### config.mk
export PLATFORM = sky130hd
export DESIGN_NAME = lsu_ctrl
export DESIGN_NICKNAME = d
export VERILOG_FILES = /design/src/rtl/lsu_ctrl.sv
export SDC_FILE = /design/constraint.sdc
export NUM_CORES = 1
export LEC_CHECK = 0
export BUFFER_PORTS_ARGS = -buffer_cell sky130_fd_sc_hd__buf_2
export CAP_MARGIN = 20
export CORE_MARGIN = 5
export CORE_UTILIZATION = 50
export CTS_CLUSTER_DIAMETER = 100
export DETAILED_ROUTE_END_ITERATION = 12
export MAX_ROUTING_LAYER = met4
export PLACE_DENSITY = 0.87
export SETUP_SLACK_MARGIN = 0.2
export SLEW_MARGIN = 10
export SYNTH_ARGS = -nofsm -noshare
export SYNTH_HDL_FRONTEND = slang
export SYNTH_SLANG_ARGS = --single-unit
### constraint.sdc
create_clock -name Clk -period 2.4 [get_ports Clk]
set_clock_uncertainty 0.2 [all_clocks]
set_input_delay 0.48 -clock Clk [delete_from_list [all_inputs] [get_ports Clk]]
set_output_delay 0.48 -clock Clk [all_outputs]
set_load 0.01 [all_outputs]
### src/rtl/lsu_ctrl.sv
// rtl/lsu_ctrl.sv - load/store controller with sub-word read-modify-write
//
// Purpose: accepts one load or store at a time and drives a word-organised
// data memory. Handles byte/halfword/word sizes, sign or zero extension on
// loads, and merges sub-word stores into the existing memory word.
//
// Ports:
//   Clk, Rst_n          clock, asynchronous active-low reset
//   Req                 request, sampled only while idle
//   ReqWe               1 = store, 0 = load
//   ReqSize             00 byte, 01 halfword, 10 word, 11 reserved (faults)
//   ReqSigned           load extension: 1 = sign, 0 = zero
//   ReqAddr, ReqWdata   byte address and store data (sub-word in low bits)
//   Busy                high whenever not idle
//   Done, Misalign      one-cycle completion pulse and its fault flag
//   Rdata               last successful load result
//   MemAddr, MemDin     word address and write data to memory
//   MemWe               memory write enable
//   MemDout             combinational memory read data for MemAddr
module lsu_ctrl (
    input  logic        Clk,
    input  logic        Rst_n,
    input  logic        Req,
    input  logic        ReqWe,
    input  logic [1:0]  ReqSize,
    input  logic        ReqSigned,
    input  logic [31:0] ReqAddr,
    input  logic [31:0] ReqWdata,
    output logic        Busy,
    output logic        Done,
    output logic        Misalign,
    output logic [31:0] Rdata,
    output logic [31:0] MemAddr,
    output logic [31:0] MemDin,
    output logic        MemWe,
    input  logic [31:0] MemDout
);

    localparam logic [2:0] IDLE  = 3'd0;
    localparam logic [2:0] LOAD  = 3'd1;
    localparam logic [2:0] READ  = 3'd2;
    localparam logic [2:0] WRITE = 3'd3;
    localparam logic [2:0] DONE  = 3'd4;

    logic [2:0]  state;
    logic        we_q;
    logic [1:0]  size_q;
    logic        signed_q;
    logic [31:0] addr_q;
    logic [31:0] wdata_q;
    logic        fault_q;
    logic [31:0] merge_q;

    logic        req_misalign;
    logic [4:0]  lane_shift;
    logic [31:0] lane_mask;
    logic [31:0] lane_data;
    logic [31:0] load_data;
    logic [31:0] merged;

    always_comb begin
        req_misalign = 1'b0;
        case (ReqSize)
            2'b00:   req_misalign = 1'b0;
            2'b01:   req_misalign = ReqAddr[0];
            2'b10:   req_misalign = (ReqAddr[1:0] != 2'b00);
            default: req_misalign = 1'b1;
        endcase
    end

    // Little-endian lanes: a halfword lane is always 16-bit aligned once the
    // request is accepted, so the byte offset doubles as the half offset.
    assign lane_shift = {addr_q[1:0], 3'b000};
    assign lane_mask  = (size_q == 2'b00) ? (32'h0000_00FF << lane_shift)
                                          : (32'h0000_FFFF << lane_shift);
    assign lane_data  = MemDout >> lane_shift;

    always_comb begin
        load_data = MemDout;
        case (size_q)
            2'b00:   load_data = {{24{signed_q & lane_data[7]}}, lane_data[7:0]};
            2'b01:   load_data = {{16{signed_q & lane_data[15]}}, lane_data[15:0]};
            default: load_data = MemDout;
        endcase
    end

    assign merged = (MemDout & ~lane_mask) | ((wdata_q << lane_shift) & lane_mask);

    always_ff @(posedge Clk or negedge Rst_n) begin
        if (!Rst_n) begin
            state    <= IDLE;
            we_q     <= 1'b0;
            size_q   <= 2'b00;
            signed_q <= 1'b0;
            addr_q   <= 32'h0;
            wdata_q  <= 32'h0;
            fault_q  <= 1'b0;
            merge_q  <= 32'h0;
            Rdata    <= 32'h0;
        end else begin
            case (state)
                IDLE: begin
                    if (Req) begin
                        we_q     <= ReqWe;
                        size_q   <= ReqSize;
                        signed_q <= ReqSigned;
                        addr_q   <= ReqAddr;
                        wdata_q  <= ReqWdata;
                        fault_q  <= req_misalign;
                        if (req_misalign)
                            state <= DONE;
                        else if (!ReqWe)
                            state <= LOAD;
                        else if (ReqSize == 2'b10)
                            state <= WRITE;
                        else
                            state <= READ;
                    end
                end
                LOAD: begin
                    Rdata <= load_data;
                    state <= DONE;
                end
                READ: begin
                    merge_q <= merged;
                    state   <= WRITE;
                end
                WRITE:   state <= DONE;
                DONE:    state <= IDLE;
                default: state <= IDLE;
            endcase
        end
    end

    // Decoded straight from state so an asynchronous reset removes MemWe
    // immediately, even in the middle of the write cycle.
    assign Busy     = (state != IDLE);
    assign Done     = (state == DONE);
    assign Misalign = (state == DONE) && fault_q;
    assign MemWe    = (state == WRITE);
    assign MemAddr  = (state == IDLE) ? 32'h0 : {addr_q[31:2], 2'b00};
    assign MemDin   = (state != WRITE) ? 32'h0
                    : ((size_q == 2'b10) ? wdata_q : merge_q);

    logic unused_we;
    assign unused_we = we_q;

endmodule

---- Word-level counts from Yosys, hierarchy flattened ----
Index checks and enable logic that the tools add are counted.
word-level totals
  logic and storage cells ................. 47
  memories ................................ 0
  latch bits .............................. 0
  output and inout port bits .............. 100
  bits of input ports ..................... 103
  RAM bits ................................ 0
  memory bits (read-only) ................. 0
  flip-flop bits (word level) ............. 135
cells by class
  magnitude comparators ................... 0
  equality and inequality tests ........... 10
  multiplexer cells ....................... 11
  $mul .................................... 0
  divide/modulo/power cells ............... 0
  $add $sub $neg .......................... 0
  bitwise gates (word level) .............. 6
  reductions and logical operators ........ 8
  shift operators ......................... 4
operators by type and width
  operator                                           number
  2-to-1 mux 32 bit                                  4
  AND 32 bit                                         2
  case mux 32 bit (2 select lines)                   1
  NOT 32 bit                                         1
  OR 32 bit                                          1
  left shift 16 x 5 -> 32 bit, first input constant  1
  left shift 32 x 5 -> 32 bit                        1
  left shift 8 x 5 -> 32 bit, first input constant   1
  right shift 32 x 5 -> 16 bit                       1
  case mux 3 bit (3 select lines)                    1
  == test 3 x 2 -> 1 bit, second input constant      2
  2-to-1 mux 3 bit                                   2
  == test 2 x 1 -> 1 bit, second input constant      2
  == test 2 bit, second input constant               2
  zero test 2 bit                                    2
  == test 3 x 1 -> 1 bit, second input constant      1
  == test 3 bit, second input constant               1
  zero test 3 bit                                    1
  != test 3 x 2 -> 1 bit, second input constant      1
  case mux 1 bit (3 select lines)                    1
  nonzero test 3 bit                                 1
  AND 1 bit                                          2
  2-to-1 mux 2 bit                                   1
  != test 2 bit, second input constant               1
  5 further kinds                                    5

---- Longest topological paths before layout ----
Gate-level depths: netlist of the first run.
  word-level depth ........................ 6
  depth in mapped cells ................... 7
  mapped depth without buffers ............ 4

---- Least setup slack after synthesis of the first run ----
Ideal clock, no wire load.
  path kind ............................... flip-flop to output port
  start point ............................. reg size_q[0]
  end point ............................... out MemDin[10]
  required time ........................... 1720 ps
  data arrival time ....................... 1374 ps
  buffers on the path ..................... 3
  cell stages (with the launch flop) ...... 7
  slack ................................... 346 ps
  cells stage by stage .................... dfrtp_1 > buf_2 > nor2b_1 > clkbuf_1 > clkbuf_1 > nand2_1 > a21oi_1
on the way
  cells in the longest elaborated chain, start to end .. 3
RTL lines
  element                   RTL line  source
  start: declaration        47        logic [1:0] size_q;
  start signal: assignment  105       size_q <= ReqSize;
  == test 2 bit             143       : ((size_q == 2'b10) ? wdata_q : merge_q);
  2-to-1 mux 32 bit         143
  2-to-1 mux 32 bit         142       assign MemDin = (state != WRITE) ? 32'h0
  end: declaration          34        output logic [31:0] MemDin,
No other way between the ends.

---- Final worst setup path of the first run ----
  start point ............................. reg state[2]
  end point ............................... out MemDin[12]
on the way
  cells in the longest elaborated chain, start to end .. 2
RTL lines
  element                   RTL line  source
  start: declaration        45        logic [2:0] state;
  start signal: assignment  91        state <= IDLE;
  start signal: assignment  111       state <= DONE;
  start signal: assignment  113       state <= LOAD;
  != test 3 x 2 -> 1 bit    142
  2-to-1 mux 32 bit         142
No other way between the ends.

==> flow_metrics.py, run 1 <==
metrics = {
    "placed_design": {
        "place_ws_ns": 0.194,
        "port-buffer-count": 200,
        "finalWeightedCongestion": 0.949,
        "place_hpwl_mm": 14.7,
    },
    "synth": {
        "synth-seq-cells": 135,
        "ys_seq_area_frac": 0.492,
        "synth_warnings": 0,
        "synthCells": 831,
        "synth_top_area_cell": "dfrtp_1",
        "syn_avg_cell_area_um2": 8.26,
        "synth_area_leaders": "dfrtp_1 (49%), nand2_1 (18%), a21oi_1 (3.9%), mux2i_1 (3.8%), nor2b_1 (3.1%)",
        "async_flop_share": 1.00,
        "synth.top_cell.area_share": 0.492,
        "syn_area_um2": 6860,
        "synthDistinctLibCells": 40,
        "synth-edff-count": 0,
        "dominantRegCellSynth": "dfrtp_1",
    },
    "pwr": {
        "power_switching_uw": 5800,
        "p_int_uw": 7870,
        "swShare": 0.424,
        "leakagePower_uw": 0.00480,
        "ir_drop_mv": 0.931,
        "p_seq_frac": 0.312,
        "clkPwrFrac": 0.182,
        "pwr-share-comb": 0.507,
        "power_density_nw_per_um2": 1470,
    },
    "cells_and_area": {
        "drive_above_1_share": 0.334,
        "layout.nets": 1138,
        "layout_commonest_cell": "nand2_1",
        "mostFrequentLayoutCells": "nand2_1 (320), buf_2 (190), dfrtp_1 (132), nor2_1 (44), o21ai_0 (42)",
        "num-fill-cells": 983,
        "syn_to_final_growth_pct": 35.4,
    },
    "global_routing": {
        "antenna_found_initial": 0,
        "grt_pass1_wl_mm": 34.9,
        "globalRouteOverflowTotal": 0,
        "grt_pass1_vias": 6795,
        "grtUsageTotal": 0.282,
        "grt_max_degree": 67,
    },
    "clocking": {
        "clockBufferDepth": 2,
        "htreeDepth": 4,
        "worstSkewPairLatency_ns": 0.42,
        "path_clk_slew_ns": 0.06,
        "tritoncts": "built",
        "clockRootBuffer": "clkbuf_16",
        "cts-buffers-inserted": 17,
        "clock_sinks": 135,
    },
    "critical_path": {
        "arrival_ns": 1.64,
        "reg2reg_setup_slack_ns": 0.22,
        "end_kind": "primary output",
        "worstPathMaxFanout": 8,
        "crit_buf_inv": 3,
        "critPathMaxStageDelay_ns": 0.42,
        "crit_cells": 5,
        "crit_path_start_kind": "flop",
        "crit_required_ns": 1.72,
        "reg2reg_depth": 8,
        "worstReg2RegStart": "state[2]",
        "worstReg2RegEnd": "Rdata[17]",
        "cp_top_family": "buffers and inverters",
        "path_cells": "nand3b_1, buf_6, clkbuf_16, a21oi_4, buf_2",
        "criticalPathCategory": "flop to primary output",
        "crit_slowest_cell": "dfrtp_2",
    },
    "sta": {
        "fin_crit_sh": 0.966,
        "fmax_mhz": 432,
        "fin_ws_ns": 0.0827,
        "rsz0062_at_grt": "yes",
        "hold_viol": 0,
        "slew_headroom": 0.598,
        "final_max_slew_viol_count": 0,
        "setup_violations": 0,
        "worst_pin_slew_ns": 0.599,
        "fin_crit_ns": 2.32,
        "setup_tns_ns": 0,
    },
    "die": {
        "die_x_um": 127,
        "chipHeight_um": 127,
        "core_um2": 13300,
        "rows": 42,
        "num_io_pins": 203,
        "die_area_um2": 16200,
        "initial_core_util": 0.514,
    },
    "routing": {
        "wl_per_cell_um": 18.7,
        "firstDrtPassIters": 5,
        "drtIter0Drc": 757,
        "totalWireLength_mm": 22.9,
        "vias": 6964,
        "antenna_left": 0,
        "routed_via_density": 5.71,
        "drc": 0,
    },
    "min_path": {
        "hold_path.class": "input pin to flop",
        "min_from": "ReqAddr[5]",
        "min_to": "addr_q[5]",
        "whs_path_depth": 3,
    },
    "run": {
        "drv_cap": 0,
    },
    "run_status": {
        "status": "complete, no violations",
    },
}
## layout make-up
| type | count | area [µm²] | area share |
|---|---|---|---|
| Inverter | 4 | 20.0 | 0.00215 |
| Clock inverter | 5 | 75.1 | 0.00808 |
| Clock buffer | 22 | 474 | 0.0510 |
| Timing Repair Buffer | 246 | 1680 | 0.181 |
| Antenna cell | 1 | 2.50 | 0.000269 |
| Sequential cell | 135 | 3380 | 0.364 |
| Multi-Input combinational cell | 631 | 3440 | 0.370 |
| Tap cell | 176 | 220 | 0.0237 |
## synth_stat cells (all sizes together), types with 3 or more instances
cell,number
a21oi,54
a22o,7
a22oi,9
a31oi,3
buf,23
clkbuf,40
dfrtp,135
inv,4
mux2,8
mux2i,26
nand2,321
nand2b,9
nand3,32
nor2,45
nor2b,34
nor3,5
o21ai,44
o31ai,9
o41ai,8
## worst max path at each step
stage                      startpoint          to  slack [ns]
after floorplan             size_q[0]  MemDin[10]        0.35
after global placement    MemDout[31]   Rdata[18]        0.24
after detailed placement  MemDout[31]   Rdata[17]        0.19
after CTS                    state[2]  MemDin[28]        0.10
after global routing        size_q[0]   MemDin[8]        0.03
final                        state[2]  MemDin[12]        0.08
## metal layers
layer	share of wire	routed length, µm	up-vias	global-route usage
met5	0	0	-	-
met3	0.099	2260	91	0.0639
met2	0.47	10700	451	0.426
li1	-	-	3133	-
met4	0.046	1060	0	0.138
met1	0.39	8840	3289	0.361
## flip-flops by register name, indices dropped and copies added (netlist names)
signal,cells
addr_q,32
signed_q,1
wdata_q,32
size_q,2
Rdata,32
merge_q,32
fault_q,1
state,3
## power by group through the flow
stage          clock network [µW]  logic, µW  registers (µW)
3_3_place_gp                    0       5470            4220
4_1_cts                      2500       6410            4200
6_report                     2480       6930            4260
3_5_place_dp                    0       5640            4240
5_1_grt                      2620       7560            4360
2_1_floorplan                   0       3870            4020
## logic make-up after synthesis
kind of cell           synth area share
AOI/OAI and AO/OA                 0.122
other                          0.000546
and+or+nand+nor                   0.286
buffers and inverters            0.0450
DFF                               0.492
muxes                            0.0543
## what timing repair did
item / 4_1_cts / 5_1_grt
pin swaps: 1 / 4
hold buffers: 1 / 0
resized for setup: 43 / 37
gates cloned: 4 / 4
buffers inserted: 13 / 3
setup endpoints to repair: 66 / 101
hold endpoints to repair: 42 / 0
## per-stage QoR
stage / total power [µW] / cells / util / instance area (µm²) / hold slack, ns
6_report: 13700 / 1220 / 0.696 / 9300 / 0.0492
2_1_floorplan: 7890 / 832 / - / 6870 / -0.0156
4_1_cts: 13100 / 1212 / 0.675 / 9000 / 0.0349
3_3_place_gp: 9680 / 1167 / 0.605 / 8070 / 0.233
3_5_place_dp: 9880 / 1167 / 0.605 / 8070 / 0.232
5_1_grt: 14500 / 1219 / 0.696 / 9290 / 0.0436
## worst min-delay path, delay by kind of cell
kind,cells,cell delay [ns]
and+or+nand+nor,2,0.08
buffers and inverters,1,0.07
No activity file was read; power rests on OpenSTA's default activity.
==> run 2: changes to the inputs <==
Settings changed: PLACE_DENSITY 0.87 to default, PLACE_DENSITY_LB_ADDON from default to 0.12.
==> run 2 against run 1 <==
  * Combinational power grew 3.0%
  * Global-route usage fell by 1.6 points
  * Sequential share of layout area fell by 0.24 points
  * Die area did not move
  * Sequential power hardly changed
  * First-iteration DRC count down 28%
  * Critical endpoint is now MemDin[11]
  * Largest cell class unchanged
==> flow_metrics.py, run 2 (synthesis results as in run 1) <==
metrics = {
    "die": {
        "num_io_pins": 203,
        "die_x_um": 127,
        "core_um2": 13300,
        "die_area_um2": 16200,
        "initial_core_util": 0.514,
        "chipHeight_um": 127,
        "rows": 42,
    },
    "min_path": {
        "hold_path.class": "input pin to flop",
    },
    "global_routing": {
        "grt_pass1_wl_mm": 32.9,
        "grt_pass1_vias": 6252,
        "grt_max_degree": 62,
        "globalRouteOverflowTotal": 0,
        "grtUsageTotal": 0.266,
        "antenna_found_initial": 2,
    },
    "run": {
        "drv_cap": 0,
    },
    "critical_path": {
        "arrival_ns": 1.63,
        "crit_required_ns": 1.72,
        "end_kind": "primary output",
        "criticalPathCategory": "flop to primary output",
        "crit_path_start_kind": "flop",
        "worstPathMaxFanout": 7,
    },
    "placed_design": {
        "place_ws_ns": 0.162,
        "finalWeightedCongestion": 0.885,
        "dpl_cell_area_um2": 8110,
        "place_hpwl_mm": 14.4,
        "port-buffer-count": 200,
    },
    "sta": {
        "worst_pin_slew_ns": 0.605,
        "slew_headroom": 0.595,
        "rsz0062_at_grt": "yes",
        "fin_crit_sh": 0.963,
        "fin_ws_ns": 0.0889,
        "fin_crit_ns": 2.31,
        "setup_tns_ns": 0,
        "hold_viol": 0,
        "fmax_mhz": 433,
        "setup_violations": 0,
        "final_max_slew_viol_count": 0,
    },
    "clocking": {
        "tritoncts": "built",
        "cts-buffers-inserted": 17,
        "htreeDepth": 4,
        "clockRootBuffer": "clkbuf_16",
        "clockBufferDepth": 2,
        "worstSkewPairLatency_ns": 0.41,
        "clock_sinks": 135,
        "path_clk_slew_ns": 0.06,
    },
    "cells_and_area": {
        "fin_area_um2": 9360,
        "regArea_um2": 3380,
        "num-fill-cells": 1089,
        "mostFrequentLayoutCells": "nand2_1 (307), buf_2 (185), dfrtp_1 (132), nor2_1 (44), o21ai_0 (42)",
        "syn_to_final_growth_pct": 36.4,
        "multi_input_area_um2": 3410,
        "layout_commonest_cell": "nand2_1",
        "layout.nets": 1139,
        "drive_above_1_share": 0.335,
    },
    "routing": {
        "drtIter0Drc": 545,
        "wl_per_cell_um": 17.7,
        "totalWireLength_mm": 21.7,
        "firstDrtPassIters": 5,
        "routed_via_density": 5.39,
        "vias": 6614,
        "antenna_left": 0,
        "drc": 0,
    },
    "pwr": {
        "power_density_nw_per_um2": 1490,
        "ir_drop_mv": 0.941,
        "leakagePower_uw": 0.00487,
    },
    "run_status": {
        "status": "complete, no violations",
    },
}
==> run 2: cell count changes in the layout (fill, tap and decap cells not counted), moves of 5 or more <==
| cell | before | now |
|---|---|---|
| a21oi_1 | 23 | 38 |
| a21oi_2 | 26 | 15 |
| buf_2 | 190 | 185 |
| buf_6 | 13 | 22 |
| nand2_1 | 320 | 307 |
| nand2_2 | 1 | 12 |
| nor2b_4 | 7 | 12 |
==> run 2: cell type report <==
type	count	area share
tap	176	0.0235
sequential	135	0.361
multi-input combinational	630	0.364
clock buffer	22	0.0475
clock inverter	10	0.0138
inverter	4	0.00187
antenna	2	0.000535
timing repair buffer	248	0.187
==> run 2: timing repair <==
action	4_1_cts	5_1_grt
hold buffers	1	0
hold endpoints to repair	53	0
cloned	5	5
pin swaps	1	21
resized for setup	27	73
setup endpoints to repair	63	73
setup buffers	7	4
==> run 2: final timing paths <==
kind / slack, ns / end / from / depth (start not counted)
worst max-delay path: 0.09 / MemDin[11] / size_q[0] / 6
worst min-delay path: 0.05 / addr_q[28] / ReqAddr[28] / 3
worst max register to register: 0.29 / merge_q[8] / size_q[1] / 7
worst min register to register: 0.27 / addr_q[17] / addr_q[17] / 2
max in group asynchronous: 1.05 / addr_q[20] / Rst_n / 3
min in group asynchronous: 0.42 / wdata_q[25] / Rst_n / 2
==> run 2: where the power goes <==
group,internal [µW],total [µW],switching (µW)
registers,3400,4240,841
clock network,1620,2570,948
logic,3170,7140,3960
total,8200,13900,5750
==> run 2: stage by stage <==
step	utilization	power, µW	hold WS (ns)	cells
final	0.701	13900	0.0468	1227
after global routing	0.701	14900	0.0452	1227
after CTS	0.668	13100	0.0347	1216
after detailed placement	0.608	9880	0.255	1171
after global placement	0.608	9760	0.250	1171
after floorplan	-	7890	-0.0156	832
==> run 2: critical path, cell delays in order, from the launching register on <==
cell and delay [ns]:
dfrtp_1 0.41, nor2b_4 0.15, buf_12 0.15, buf_8 0.14, nand2_4 0.06, a21oi_4 0.17, buf_6 0.12
==> run 2: layer usage <==
metal,track usage,part of all wire,routed length [µm]
met4,0.0776,0.017,369
met1,0.358,0.42,9030
met5,-,0,0
met2,0.409,0.48,10400
met3,0.0576,0.086,1870
==> run 3: changes to the inputs <==
Settings changed: PLACE_DENSITY_LB_ADDON 0.12 to 0.15.
==> run 3 against run 2 <==
  * Die area unchanged
  * Non-clock buffer count down 4
  * Wire length down 1.8%
  * Critical path type unchanged
  * Highest routed layer unchanged
  * Sequential cell count is the same
  * Final cell count is 0.41% lower
  * Power is 3.7% lower
  * Largest power group unchanged
  * Global-route usage fell by 0.38 points
  * Utilization fell by 1.3 points
  * Critical path depth stayed put
  * Via count shrank 0.67%
==> flow_metrics.py, run 3 (synthesis results as in run 1) <==
metrics = {
    "clocking": {
        "tritoncts": "built",
        "clockBufferDepth": 2,
        "htreeDepth": 4,
        "worstSkewPairLatency_ns": 0.42,
        "clockRootBuffer": "clkbuf_16",
        "cts-buffers-inserted": 17,
        "clock_sinks": 135,
        "path_clk_slew_ns": 0.06,
    },
    "cells_and_area": {
        "layout.nets": 1135,
        "drive_above_1_share": 0.332,
        "mostFrequentLayoutCells": "nand2_1 (313), buf_2 (191), dfrtp_1 (131), nor2_1 (44), o21ai_0 (42)",
        "layout_commonest_cell": "nand2_1",
        "fin_area_um2": 9180,
        "final_core_util": 0.688,
        "syn_to_final_growth_pct": 33.8,
    },
    "pwr": {
        "leakagePower_uw": 0.00477,
        "power_density_nw_per_um2": 1460,
        "ir_drop_mv": 0.936,
    },
    "run": {
        "drv_cap": 0,
    },
    "placed_design": {
        "place_hpwl_mm": 14.6,
        "finalWeightedCongestion": 0.865,
        "dpl_cell_area_um2": 8090,
        "place_ws_ns": 0.166,
        "port-buffer-count": 200,
    },
    "critical_path": {
        "crit_slowest_cell": "dfrtp_2",
        "criticalPathCategory": "flop to primary output",
        "path_cells": "nor2b_4, buf_12, clkbuf_16, nand2_1, a21oi_2, buf_2",
        "worstPathMaxFanout": 9,
        "crit_required_ns": 1.72,
        "crit_path_start_kind": "flop",
        "critPathMaxStageDelay_ns": 0.41,
        "arrival_ns": 1.65,
        "end_kind": "primary output",
    },
    "sta": {
        "setup_tns_ns": 0,
        "final_max_slew_viol_count": 0,
        "fmax_mhz": 430,
        "hold_viol": 0,
        "slew_headroom": 0.571,
        "setup_violations": 0,
        "fin_crit_sh": 0.969,
        "worst_pin_slew_ns": 0.640,
        "rsz0062_at_grt": "yes",
        "fin_crit_ns": 2.33,
        "fin_ws_ns": 0.0738,
    },
    "routing": {
        "antenna_left": 0,
        "vias": 6570,
        "totalWireLength_mm": 21.3,
        "routed_via_density": 5.38,
        "firstDrtPassIters": 5,
        "wl_per_cell_um": 17.4,
        "drtIter0Drc": 486,
        "drc": 0,
    },
    "die": {
        "die_area_um2": 16200,
        "rows": 42,
        "initial_core_util": 0.514,
        "die_x_um": 127,
        "chipHeight_um": 127,
        "num_io_pins": 203,
        "core_um2": 13300,
    },
    "global_routing": {
        "grt_pass1_vias": 6364,
        "globalRouteOverflowTotal": 0,
        "grt_pass1_wl_mm": 32.7,
        "antenna_found_initial": 3,
        "grt_max_degree": 58,
        "grtUsageTotal": 0.262,
    },
    "run_status": {
        "status": "complete, no violations",
    },
    "min_path": {
        "hold_path.class": "input pin to flop",
    },
}
[run 3: cell type report]
class	count	area (µm²)
clock inverters	5	50.0
well taps	176	220
fillers	1130	4170
inverters	4	17.5
clock buffers	25	465
diodes	3	7.51
repair buffers	244	1630
multi-input cells	630	3400
flip-flops and latches	135	3380
[run 3: critical path: cells and delay by family, from the launching register on]
family	cells	cell delay (ns)
simple gates	2	0.25
compound gates	1	0.13
flops	1	0.41
buf+inv	3	0.43
[run 3: path summary, 6_finish.rpt]
path	startpoint	endpoint	slack, ns	cells past startpoint
worst max register to register	addr_q[1]	Rdata[31]	0.29	3
min in group asynchronous	Rst_n	wdata_q[26]	0.39	2
worst min register to register	addr_q[27]	addr_q[27]	0.26	2
worst max-delay path	size_q[1]	MemDin[16]	0.07	6
max in group asynchronous	Rst_n	state[2]	0.92	3
worst min-delay path	ReqAddr[27]	addr_q[27]	0.05	3
[run 3: report_power, final]
group / leakage [µW] / switching [µW] / internal, µW / total, µW
Sequential: 0.00166 / 852 / 3400 / 4250
Combinational: 0.00286 / 3850 / 2960 / 6810
Clock: 0.000255 / 938 / 1430 / 2370
Total: 0.00477 / 5640 / 7800 / 13400
[run 3: metrics by stage]
step / power (µW) / std cells / hold slack [ns]
floorplan: 7890 / 832 / -0.0156
global placement: 9780 / 1171 / 0.249
detailed placement: 9910 / 1171 / 0.254
CTS: 12500 / 1208 / 0.0398
global route: 14400 / 1222 / 0.0388
finish: 13400 / 1222 / 0.0498
[run 3: routing by layer]
layer | vias to the layer above | routed length (µm) | track usage
met5 | - | 0 | -
met4 | 0 | 328 | 0.0744
met3 | 33 | 1760 | 0.0701
met2 | 279 | 10100 | 0.400
met1 | 3124 | 9070 | 0.348
li1 | 3134 | - | -
[run 3: repair_timing]
item / in CTS / in global routing
hold endpoints to repair: 49 / 0
gates cloned: 1 / 5
setup buffers: 5 / 6
endpoints found under the setup margin: 63 / 65
pin swaps: 1 / 8
resized for setup: 17 / 63
hold buffers: 1 / 0
